===== src/rtl/cv32e40p_sleep_ctrl_md.sv =====
// Multi-domain sleep controller: one idle-hysteresis FSM and clock gate per domain,
// with a sticky fetch enable and a global core sleep indication.
module cv32e40p_sleep_ctrl_md #(
    parameter int unsigned NUM_DOMAINS = 2,
    parameter int unsigned IDLE_CNT_W  = 4
) (
    input  logic                   clk_ungated_i,
    input  logic                   rst_n,
    input  logic                   scan_cg_en_i,
    input  logic                   fetch_enable_i,
    output logic                   fetch_enable_o,
    input  logic [IDLE_CNT_W-1:0]  idle_thresh_i,
    input  logic [NUM_DOMAINS-1:0] busy_i,
    input  logic [NUM_DOMAINS-1:0] force_on_i,
    input  logic [NUM_DOMAINS-1:0] wake_i,
    output logic [NUM_DOMAINS-1:0] clk_en_o,
    output logic [NUM_DOMAINS-1:0] clk_gated_o,
    output logic [NUM_DOMAINS-1:0] domain_gated_o,
    output logic                   core_sleep_o
);

    typedef enum logic [1:0] {StOff, StRun, StIdle, StGated} state_e;

    state_e                state_q [NUM_DOMAINS];
    state_e                state_d [NUM_DOMAINS];
    logic [IDLE_CNT_W-1:0] cnt_q   [NUM_DOMAINS];
    logic [IDLE_CNT_W-1:0] cnt_d   [NUM_DOMAINS];
    logic                  fetch_enable_q;
    logic                  fetch_enable_d;
    logic [NUM_DOMAINS-1:0] eb;

    assign eb             = busy_i | force_on_i;
    assign fetch_enable_d = fetch_enable_i | fetch_enable_q;
    assign fetch_enable_o = fetch_enable_q;

    always_ff @(posedge clk_ungated_i) begin
        if (!rst_n) begin
            fetch_enable_q <= 1'b0;
            for (int d = 0; d < NUM_DOMAINS; d++) begin
                state_q[d] <= StOff;
                cnt_q[d]   <= '0;
            end
        end else begin
            fetch_enable_q <= fetch_enable_d;
            for (int d = 0; d < NUM_DOMAINS; d++) begin
                state_q[d] <= state_d[d];
                cnt_q[d]   <= cnt_d[d];
            end
        end
    end

    always_comb begin
        for (int d = 0; d < NUM_DOMAINS; d++) begin
            state_d[d] = state_q[d];
            cnt_d[d]   = cnt_q[d];
            unique case (state_q[d])
                StOff: begin
                    if (fetch_enable_d) state_d[d] = StRun;
                end
                StRun: begin
                    if (!eb[d]) begin
                        state_d[d] = StIdle;
                        cnt_d[d]   = '0;
                    end
                end
                StIdle: begin
                    // A threshold lowered below cnt leaves the domain parked here.
                    if (eb[d] || wake_i[d]) begin
                        state_d[d] = StRun;
                    end else if (cnt_q[d] == idle_thresh_i) begin
                        state_d[d] = StGated;
                    end else if (cnt_q[d] < idle_thresh_i) begin
                        cnt_d[d] = cnt_q[d] + 1'b1;
                    end
                end
                StGated: begin
                    if (eb[d] || wake_i[d]) state_d[d] = StRun;
                end
                default: state_d[d] = StOff;
            endcase
        end
    end

    always_comb begin
        clk_en_o       = '0;
        domain_gated_o = '0;
        for (int d = 0; d < NUM_DOMAINS; d++) begin
            unique case (state_q[d])
                StOff:   clk_en_o[d] = 1'b0;
                StRun:   clk_en_o[d] = 1'b1;
                StIdle:  clk_en_o[d] = 1'b1;
                StGated: begin
                    // Wake opens the gate in the same cycle so the waking edge is delivered.
                    clk_en_o[d]       = wake_i[d] | eb[d];
                    domain_gated_o[d] = 1'b1;
                end
                default: clk_en_o[d] = 1'b0;
            endcase
        end
    end

    assign core_sleep_o = fetch_enable_q & (&domain_gated_o) & ~(|clk_en_o);

    for (genvar g = 0; g < NUM_DOMAINS; g++) begin : gen_cg
        cv32e40p_clock_gate u_cg (
            .clk_i        (clk_ungated_i),
            .en_i         (clk_en_o[g]),
            .scan_cg_en_i (scan_cg_en_i),
            .clk_o        (clk_gated_o[g])
        );
    end

endmodule

// Latch-based glitch-free clock gate; enable is captured while the clock is low.
module cv32e40p_clock_gate (
    input  logic clk_i,
    input  logic en_i,
    input  logic scan_cg_en_i,
    output logic clk_o
);

    logic en_latch;

    always_latch begin
        if (!clk_i) en_latch <= en_i | scan_cg_en_i;
    end

    assign clk_o = clk_i & en_latch;

endmodule


===== config.mk =====
export PLATFORM = sky130hd
export DESIGN_NAME = cv32e40p_sleep_ctrl_md
export DESIGN_NICKNAME = d
export VERILOG_FILES = /design/src/rtl/cv32e40p_sleep_ctrl_md.sv
export SDC_FILE = /design/constraint.sdc
export NUM_CORES = 1
export LEC_CHECK = 0
export BUFFER_PORTS_ARGS = -buffer_cell sky130_fd_sc_hd__clkbuf_2
export CORE_UTILIZATION = 35
export DETAILED_ROUTE_END_ITERATION = 16
export PLACE_DENSITY = 0.55
export SYNTH_ARGS = -nofsm -noshare
export SYNTH_HDL_FRONTEND = slang
export SYNTH_SLANG_ARGS = --single-unit

===== constraint.sdc =====
create_clock -name clk_ungated_i -period 4.6 [get_ports clk_ungated_i]
set_input_delay 0.92 -clock clk_ungated_i [delete_from_list [all_inputs] [get_ports clk_ungated_i]]
set_output_delay 0.92 -clock clk_ungated_i [all_outputs]
set_load 0.005 [all_outputs]

==> results of run 1 <==
synth_stat cells:
cell | n | area share (%)
a311oi_1 | 1 | 0.76
ha_1 | 20 | 22
nand2b_1 | 1 | 0.54
nand4_1 | 4 | 2.2
clkbuf_1 | 1 | 0.33
and4_1 | 1 | 0.76
a41o_1 | 1 | 0.87
a31oi_1 | 3 | 1.6
mux2i_1 | 1 | 0.87
or2_2 | 4 | 2.2
a21oi_1 | 8 | 3.5
or4b_2 | 1 | 0.87
o211ai_4 | 1 | 1.8
nor4b_4 | 1 | 2.1
nand2_1 | 5 | 1.6
buf_4 | 4 | 2.6
nand3_4 | 1 | 1.5
o22a_1 | 1 | 0.76
o211ai_1 | 5 | 3.3
and2_1 | 3 | 1.6
o311ai_0 | 1 | 0.76
and3_1 | 1 | 0.54
dfxtp_1 | 13 | 23
nand3_1 | 10 | 4.3
or3_2 | 1 | 0.65
inv_1 | 11 | 3.6
nor2_1 | 10 | 3.3
o41ai_1 | 1 | 0.76
dlxtn_1 | 2 | 2.6
clkinv_1 | 1 | 0.33
o21ai_0 | 3 | 1.3
o2111ai_1 | 2 | 1.5
and2b_4 | 1 | 0.87
nor2b_1 | 3 | 1.6
a21boi_1 | 1 | 0.65
or3_1 | 2 | 1.1
o31ai_1 | 3 | 2.0
worst min-delay path by stage:
stage,from,end
after floorplan,cnt_q[0][7],cnt_q[0][7]
after global routing,cnt_q[0][7],cnt_q[0][7]
after global placement,cnt_q[0][7],cnt_q[0][7]
final,cnt_q[0][7],cnt_q[0][7]
after detailed placement,cnt_q[0][7],cnt_q[0][7]
after CTS,cnt_q[0][7],cnt_q[0][7]
metrics by stage:
step	hold slack, ns	setup slack [ns]	power [W]	util (%)	cells
final	0.5003	0.3222	0.0004802	43.50	202
after global routing	0.5148	0.2891	0.0005174	43.50	202
after CTS	0.4950	0.3009	0.0004871	43.50	202
after detailed placement	0.4811	0.2494	0.0003446	41.50	193
after global placement	0.4857	0.2766	0.0003433	41.50	193
after floorplan	0.4529	0.4422	0.0003140	-	133
final cells by class:
class / instances / area (sq um)
Inverter: 12 / 45.04
Fill cell: 314 / 1739
Clock buffer: 10 / 66.31
Tap cell: 44 / 55.05
Multi-Input combinational cell: 101 / 782.0
Timing Repair Buffer: 19 / 95.09
Sequential cell: 15 / 290.3
Clock inverter: 1 / 5.005
power by group:
part,switching (W),internal [W]
clock,0.0000695,0.0000866
combinational,0.0000958,0.0000700
sequential,0.0000167,0.000142
state kept, by name, summed over array words and instances (netlist names):
register / cells
cnt_q: 8
fetch_enable_o: 1
gen_cg.u_cg.en_latch: 2
state_q: 4
worst register-to-register path, stage by stage, from the launching register on:
cell	delay (ns)
dfxtp_1	0.42
inv_1	0.09
ha_1	0.34
a21oi_1	0.14
nor2_1	0.06
or2_2	0.26
logic make-up (layout without fill, tap and decap cells):
kind of cell             Yosys count  after routing  synth area share (%)
flip-flops                        13             13                 22.61
multiplexers                       1              1                0.8696
latches                            2              2                 2.609
buffers and inverters             17             42                 6.847
AO/OA/AOI/OAI                     31             31                 19.57
AND/OR/NAND/NOR                   49             49                 25.76
adder cells (fa/ha/maj)           20             20                 21.74
routing by layer:
| layer | wire length (microns) | global-route usage (%) |
|---|---|---|
| met2 | 1159 | 25.68 |
| met3 | 63 | 2.838 |
| met4 | 24 | 12.59 |
| met5 | 0 | 0 |
| met1 | 1292 | 20.75 |
cells in the final DEF, fill, tap and decap left out, types with 4 or more instances in the layout:
cell,n
inv_1,11
nand2_1,5
nand3_1,10
ha_1,20
o211ai_1,5
dfxtp_1,13
a21oi_1,8
clkbuf_4,7
or2_2,4
nor2_1,10
nand4_1,4
clkbuf_2,21
==> summary.txt, run 1 <==
Logic synthesis
  • Mapped Nets: ~170
  • Avg Inst Size Synth: 8.655 sq um
  • Synth Register Bits: 15
  • Synth warn: 0
  • Mapped Area: 1151 sq um
  • Cell variety after synth: 37
  • Synthesized instance count: 133

Power and ir drop
  • Cell leakage power: 0.5811 nW
  • Worst vdd ir: 0.2039 mV
  • PD cells: 358.7 nW/um^2

Critical path
  • Critical Path Start: gen_cg[1].u_cg.en_latch
  • R2r startpoint: state_q[0][0]
  • Reg2reg setup slack: 0.99 ns
  • FF-to-FF End: gen_cg[0].u_cg.en_latch
  • Slowest stage delay, CP: 0.42 ns
  • Reg2Reg Depth: 5
  • Critical path startpoint category: latch
  • Max FO, Critical Path: 1
  • Critical-path cell list: and2_1, clkbuf_2
  • WP depth: 2
  • Worst Path Arrival: 3.36 ns
  • Slowest CP cell: dlxtn_1
  • Critical path required time: 3.68 ns
  • Top delay family on crit path: latches
  • CP endpoint kind: primary output
  • Critical path class: latch2out
  • WP buf/inv: 1
  • Critical Path End: clk_gated_o[1]

Global route
  • Global Route Usage Sum: 16.70%
  • GRT Residual Overflow: 0
  • Initial antenna violation count: 0
  • First-pass GRT wire length: 4291 microns
  • Vias in the first global route: 994
  • Largest net degree at the start of global routing: 14

Die
  • IO Pins: 22
  • DIE WIDTH: 59.35 microns
  • Die H: 59.35 microns
  • Initial Util: a little under two fifths
  • Num rows: 20
  • Core box area: 3078 sq um
  • Die area: 3522 sq um

Timing
  • Unrepaired setup endpoints after global routing: no
  • Relative slew slack: roughly 78%
  • Final setup viols: 0
  • Worst clock skew: between 0.008 and 0.009 ns
  • Final Hold Vio Count: 0
  • Final Max Tran Viols: 0
  • Setup TNS: 0 ns
  • Worst-margin pin slew: 0.3345 ns

Min path
  • Hold WC Path Type: reg2reg
  • WHS Path Cells: 1

CTS
  • Latest clock arrival within the worst-skew pair: 0.40 ns
  • Cts hold-fix bufs: 0
  • CTS tree: done
  • Clock transition at path regs: 0.10 ns
  • Postcts setup bufs: 0
  • Cts repair resizes: 0

Final layout
  • Layout cells sized above 1: approximately a quarter
  • Area delta synth->final: 16.30%
  • Total Nets Final: 192
  • Finished Cell Area: 1339 sq um
  • ANT cells: 0

Drt
  • Antenna Nets Post-Route: 0
  • Via Count: slightly above 1000
  • TritonRoute pass-1 iters: 4
  • Drt first-iter violations: 43
  • Vias/cell: 5.134
  • Routed WL: 2540 microns
  • DRC Markers: 0
  • WL/cell: 12.57 microns

Placed design
  • Placer Congestion: 0.7763
  • Dpl hpwl: 1978 microns
  • Count of input and output buffers: 21
  • Placed Area: 1277 sq um

Flow run
  • # Max-Cap Violations: 0

Run status
  • Status: complete, no violations
(Power assumes the default switching activity.)
==> run 2, diff against run 1 <==
Settings changed: CORE_UTILIZATION 35 to 58, GPL_TIMING_DRIVEN set to 0, PLACE_DENSITY 0.55 to 0.83.
==> run 2 against run 1 <==
Compared with the run above: final cell count fell by 6.9%; critical path depth increased by 1; clock skew shrank 0.0023 ns; hold slack better by 0.0062 ns; combinational power up 5%; power increased by 5.3%; sequential share of layout area down 0.16 points; count of clock-buffer cells in the layout unchanged; die area down 38%; via count is 5.2% higher; global-route usage increased by 9.5 points; clock power grew 9.6%.
==> summary.txt, run 2 (synthesis results as in run 1) <==
Min path
  • Hold WC Path Type: reg2reg
  • Worst hold start: cnt_q[0][7]

Placed design
  • Placed Area: 1287 sq um
  • Count of input and output buffers: 21
  • Placer Congestion: 0.8371
  • Dpl hpwl: 1851 microns

Power and ir drop
  • Reg power frac: a little under a third
  • PD cells: 374.7 nW/um^2
  • Clk pwr share: 33.9%
  • Worst vdd ir: 0.3027 mV
  • Cell leakage power: 0.6032 nW
  • Sw Share: a little under two fifths
  • Logic pwr share: around 35%
  • Psw: 0.0001870 W
  • Power Internal: 0.0003184 W

Final layout
  • Most frequent cells in the layout: 21 x clkbuf_2, 20 x ha_1, 13 x dfxtp_1
  • Biggest regs: cnt_q x8, state_q x4, gen_cg.u_cg.en_latch x2
  • ANT cells: 0
  • Largest register FFs: 8
  • Finished Cell Area: approximately 1300 sq um
  • Reg with most FFs: cnt_q
  • Total Nets Final: 197
  • Commonest non-fill, non-tap cell in the layout: clkbuf_2
  • # fillers: 132
  • Area delta synth->final: 17.17%
  • Layout cells sized above 1: a little over a quarter

Timing
  • Final Max Tran Viols: 0
  • Final Hold Vio Count: 0
  • Worst-margin pin slew: 0.4175 ns
  • Setup TNS: 0 ns
  • Worst clock skew: 0.006165 ns
  • Relative slew slack: 72.16%
  • Unrepaired setup endpoints after global routing: no
  • Final setup viols: 0

Critical path
  • WP buf/inv: 2
  • Critical path startpoint category: latch
  • Max FO, Critical Path: 1
  • FF-to-FF End: gen_cg[0].u_cg.en_latch
  • Critical Path Start: gen_cg[1].u_cg.en_latch
  • Critical path required time: 3.68 ns
  • Reg2reg setup slack: 0.97 ns
  • Critical path class: latch2out
  • Top delay family on crit path: latches
  • R2r startpoint: state_q[0][0]
  • Critical-path cell list: and2_1, buf_4, clkbuf_2
  • Slowest stage delay, CP: 0.40 ns
  • Slowest CP cell: dlxtn_1
  • CP endpoint kind: primary output
  • Critical Path End: clk_gated_o[1]
  • Reg2Reg Depth: 5
  • Worst Path Arrival: 3.41 ns
  • WP depth: 3

Drt
  • Routed WL: ~2400 microns
  • WL/cell: 12.61 microns
  • Antenna Nets Post-Route: 0
  • Drt first-iter violations: 20
  • Via Count: approximately 1100
  • Vias/cell: between 5 and 6
  • TritonRoute pass-1 iters: 4
  • DRC Markers: 0

Die
  • Num rows: 15
  • IO Pins: 22
  • Die H: 46.55 microns
  • DIE WIDTH: 46.55 microns
  • Core box area: 1802 sq um
  • Die area: ~2200 sq um
  • Initial Util: between 60% and 70%

CTS
  • Cts hold-fix bufs: 0
  • Postcts setup bufs: 0
  • CTS tree: done
  • Clock transition at path regs: 0.09 ns
  • Cts repair resizes: 0
  • Latest clock arrival within the worst-skew pair: ~0.40 ns

Flow run
  • # Max-Cap Violations: 0

Global route
  • Global Route met3 Usage: 9.020%
  • Grt peak-use layer: met2
  • Met2 Use GR: 42.22%
  • Vias in the first global route: 984
  • Met1 usage: 28.64%
  • Global Route Usage Sum: 26.16%
  • Largest net degree at the start of global routing: 11
  • Initial antenna violation count: 0
  • GRT Residual Overflow: 0
  • First-pass GRT wire length: 3912 microns

Run status
  • Status: complete, no violations
## run 2: power by group through the flow
stage,clock [W],sequential [W],combinational [W]
floorplan,0.0000249,0.000157,0.000132
global placement,0.0000338,0.000159,0.000167
detailed placement,0.0000338,0.000161,0.000172
CTS,0.000179,0.000158,0.000175
global route,0.000187,0.000161,0.000197
finish,0.000171,0.000159,0.000175
## run 2: worst register-to-register path: stages, from the launching register on
cell and delay [ns]:
dfxtp_1 0.43, inv_1 0.09, ha_1 0.35, a21oi_1 0.14, nor2_1 0.07, or2_2 0.26
## run 2: how the worst min path moves through the flow
stage               depth (start not counted)  slack, ns          end
global placement                            1       0.48  cnt_q[0][7]
detailed placement                          1       0.50  cnt_q[0][7]
floorplan                                   1       0.45  cnt_q[0][7]
finish                                      1       0.51  cnt_q[0][7]
CTS                                         1       0.51  cnt_q[0][7]
global route                                1       0.54  cnt_q[0][7]
## run 2: layout make-up
type                            count  area [sq um]  area share (%)
Buffer                              5         33.78           2.505
Clock buffer                       10         66.31           4.917
Clock inverter                      1         5.005          0.3711
Inverter                           12         45.04           3.340
Multi-Input combinational cell    101         782.0           57.98
Sequential cell                    15         290.3           21.52
Tap cell                           25         31.28           2.319
Timing Repair Buffer               19         95.09           7.050
## run 2: per-stage QoR
stage,worst slack (ns),util [%],hold WS [ns],std cells,total power (W)
3_3_place_gp,0.2791,71.46,0.4792,179,0.0003602
3_5_place_dp,0.2426,71.46,0.4956,179,0.0003665
5_1_grt,0.1969,74.86,0.5382,188,0.0005455
4_1_cts,0.2412,74.86,0.5091,188,0.0005120
6_report,0.2651,74.86,0.5065,188,0.0005054
2_1_floorplan,0.4422,-,0.4529,133,0.0003140
## run 2: metal layers
layer	wire length [microns]	part of all wire (%)
met4	48	2.0
met2	1130	48
met1	1090	46
met3	102	4.3
met5	0	0
==> run 3, diff against run 2 <==
Settings changed: PLACE_DENSITY 0.83 to unset, PLACE_DENSITY_LB_ADDON set to 0.3.
==> run 3 against run 2 <==
Compared with the run above: register-to-register slack is essentially flat; combinational power is essentially flat; highest routed layer unchanged; clock skew shrank 0.0022 ns.
==> summary.txt, run 3 (synthesis results as in run 1) <==
Power and ir drop
  • Sw Share: 37.87%
  • Logic pwr share: between 30 and 40%
  • Reg power frac: between 30% and 40%
  • Psw: just under 0.0002 W
  • Clk pwr share: 34.7%
  • PD cells: 380.5 nW/um^2
  • Cell leakage power: 0.6032 nW
  • Power Internal: approximately 0.00032 W
  • Worst vdd ir: 0.3018 mV

Die
  • Num rows: 15
  • Die area: approximately 2200 sq um
  • Initial Util: about 64%
  • Core box area: 1802 sq um
  • DIE WIDTH: 46.55 microns
  • Die H: roughly 47 microns
  • IO Pins: 22

CTS
  • Cts hold-fix bufs: 0
  • Clock transition at path regs: 0.10 ns
  • Latest clock arrival within the worst-skew pair: 0.41 ns
  • Postcts setup bufs: 0
  • Cts repair resizes: 0
  • CTS tree: done

Timing
  • Final Max Tran Viols: 0
  • Worst clock skew: roughly 0.004 ns
  • Worst-margin pin slew: 0.4356 ns
  • Relative slew slack: 70.96%
  • Setup TNS: 0 ns
  • Final setup viols: 0
  • Unrepaired setup endpoints after global routing: no
  • Final Hold Vio Count: 0

Placed design
  • Dpl hpwl: 1867 microns
  • Count of input and output buffers: 21
  • Placer Congestion: 0.8541
  • Placed Area: 1287 sq um

Global route
  • Initial antenna violation count: 0
  • Global Route Usage Sum: 28.82%
  • Vias in the first global route: 997
  • GRT Residual Overflow: 0
  • Largest net degree at the start of global routing: 11
  • First-pass GRT wire length: roughly 4100 microns

Drt
  • DRC Markers: 0
  • TritonRoute pass-1 iters: 4
  • WL/cell: 13.36 microns
  • Drt first-iter violations: 15
  • Antenna Nets Post-Route: 0
  • Via Count: 1092
  • Vias/cell: 5.809
  • Routed WL: 2512 microns

Final layout
  • Finished Cell Area: 1349 sq um
  • Biggest regs: cnt_q x8, state_q x4, gen_cg.u_cg.en_latch x2
  • ANT cells: 0
  • Reg with most FFs: cnt_q
  • # fillers: 145
  • Largest register FFs: 8
  • Commonest non-fill, non-tap cell in the layout: clkbuf_2
  • Most frequent cells in the layout: 21 x clkbuf_2, 20 x ha_1, 13 x dfxtp_1
  • Total Nets Final: 197
  • Layout cells sized above 1: a little over a quarter
  • Area delta synth->final: 17.17%

Critical path
  • Critical path startpoint category: latch
  • Critical path class: latch2out
  • Worst Path Arrival: 3.47 ns
  • CP endpoint kind: primary output
  • Max FO, Critical Path: 1
  • Critical path required time: 3.68 ns

Flow run
  • # Max-Cap Violations: 0

Run status
  • Status: complete, no violations

Min path
  • Hold WC Path Type: reg2reg
==> run 3: cell type report <==
class / instances / area (sq um) / area share [%]
Multi-Input combinational cell: 101 / 782.0 / 57.98
Sequential cell: 15 / 290.3 / 21.52
Timing Repair Buffer: 19 / 95.09 / 7.050
Clock buffer: 10 / 66.31 / 4.917
Inverter: 12 / 45.04 / 3.340
Buffer: 5 / 33.78 / 2.505
Tap cell: 25 / 31.28 / 2.319
Clock inverter: 1 / 5.005 / 0.3711
==> run 3: metrics by stage <==
| step | utilization, % | power, W | hold WS, ns | cells | setup WS [ns] |
|---|---|---|---|---|---|
| finish | 74.86 | 0.0005132 | 0.5025 | 188 | 0.2132 |
| detailed placement | 71.46 | 0.0003668 | 0.4948 | 179 | 0.2515 |
| floorplan | - | 0.0003140 | 0.4529 | 133 | 0.4422 |
| global route | 74.86 | 0.0005532 | 0.5412 | 188 | 0.1765 |
| CTS | 74.86 | 0.0005168 | 0.5088 | 188 | 0.2090 |
| global placement | 71.46 | 0.0003609 | 0.4809 | 179 | 0.2660 |
==> run 3: per-layer routing <==
metal	global-route usage (%)	part of all wire (%)	vias to the layer above
met5	2.857	0	-
li1	-	-	547
met1	30.09	44	505
met4	28.82	3.1	0
met3	9.804	3.2	8
met2	43.33	49	32
==> run 3: critical path, stage by stage, from the launching register on <==
cell,delay [ns]
dlxtn_1,0.42
and2_1,0.13
buf_4,0.10
clkbuf_2,0.10
==> run 3: path summary, 6_finish.rpt <==
| check | depth (start not counted) | end | startpoint | slack, ns |
|---|---|---|---|---|
| worst max-delay path | 3 | clk_gated_o[0] | gen_cg[0].u_cg.en_latch | 0.21 |
| worst min-delay path | 1 | cnt_q[0][7] | cnt_q[0][7] | 0.50 |
| worst max register to register | 5 | gen_cg[0].u_cg.en_latch | state_q[0][0] | 0.97 |
| worst min register to register | 1 | cnt_q[0][7] | cnt_q[0][7] | 0.50 |
==> run 3: power groups by stage <==
stage           clock, W  sequential, W  combinational, W
2_1_floorplan  0.0000249       0.000157          0.000132
3_3_place_gp   0.0000338       0.000159          0.000168
3_5_place_dp   0.0000338       0.000161          0.000172
4_1_cts         0.000184       0.000158          0.000175
5_1_grt         0.000196       0.000160          0.000197
6_report        0.000178       0.000159          0.000176
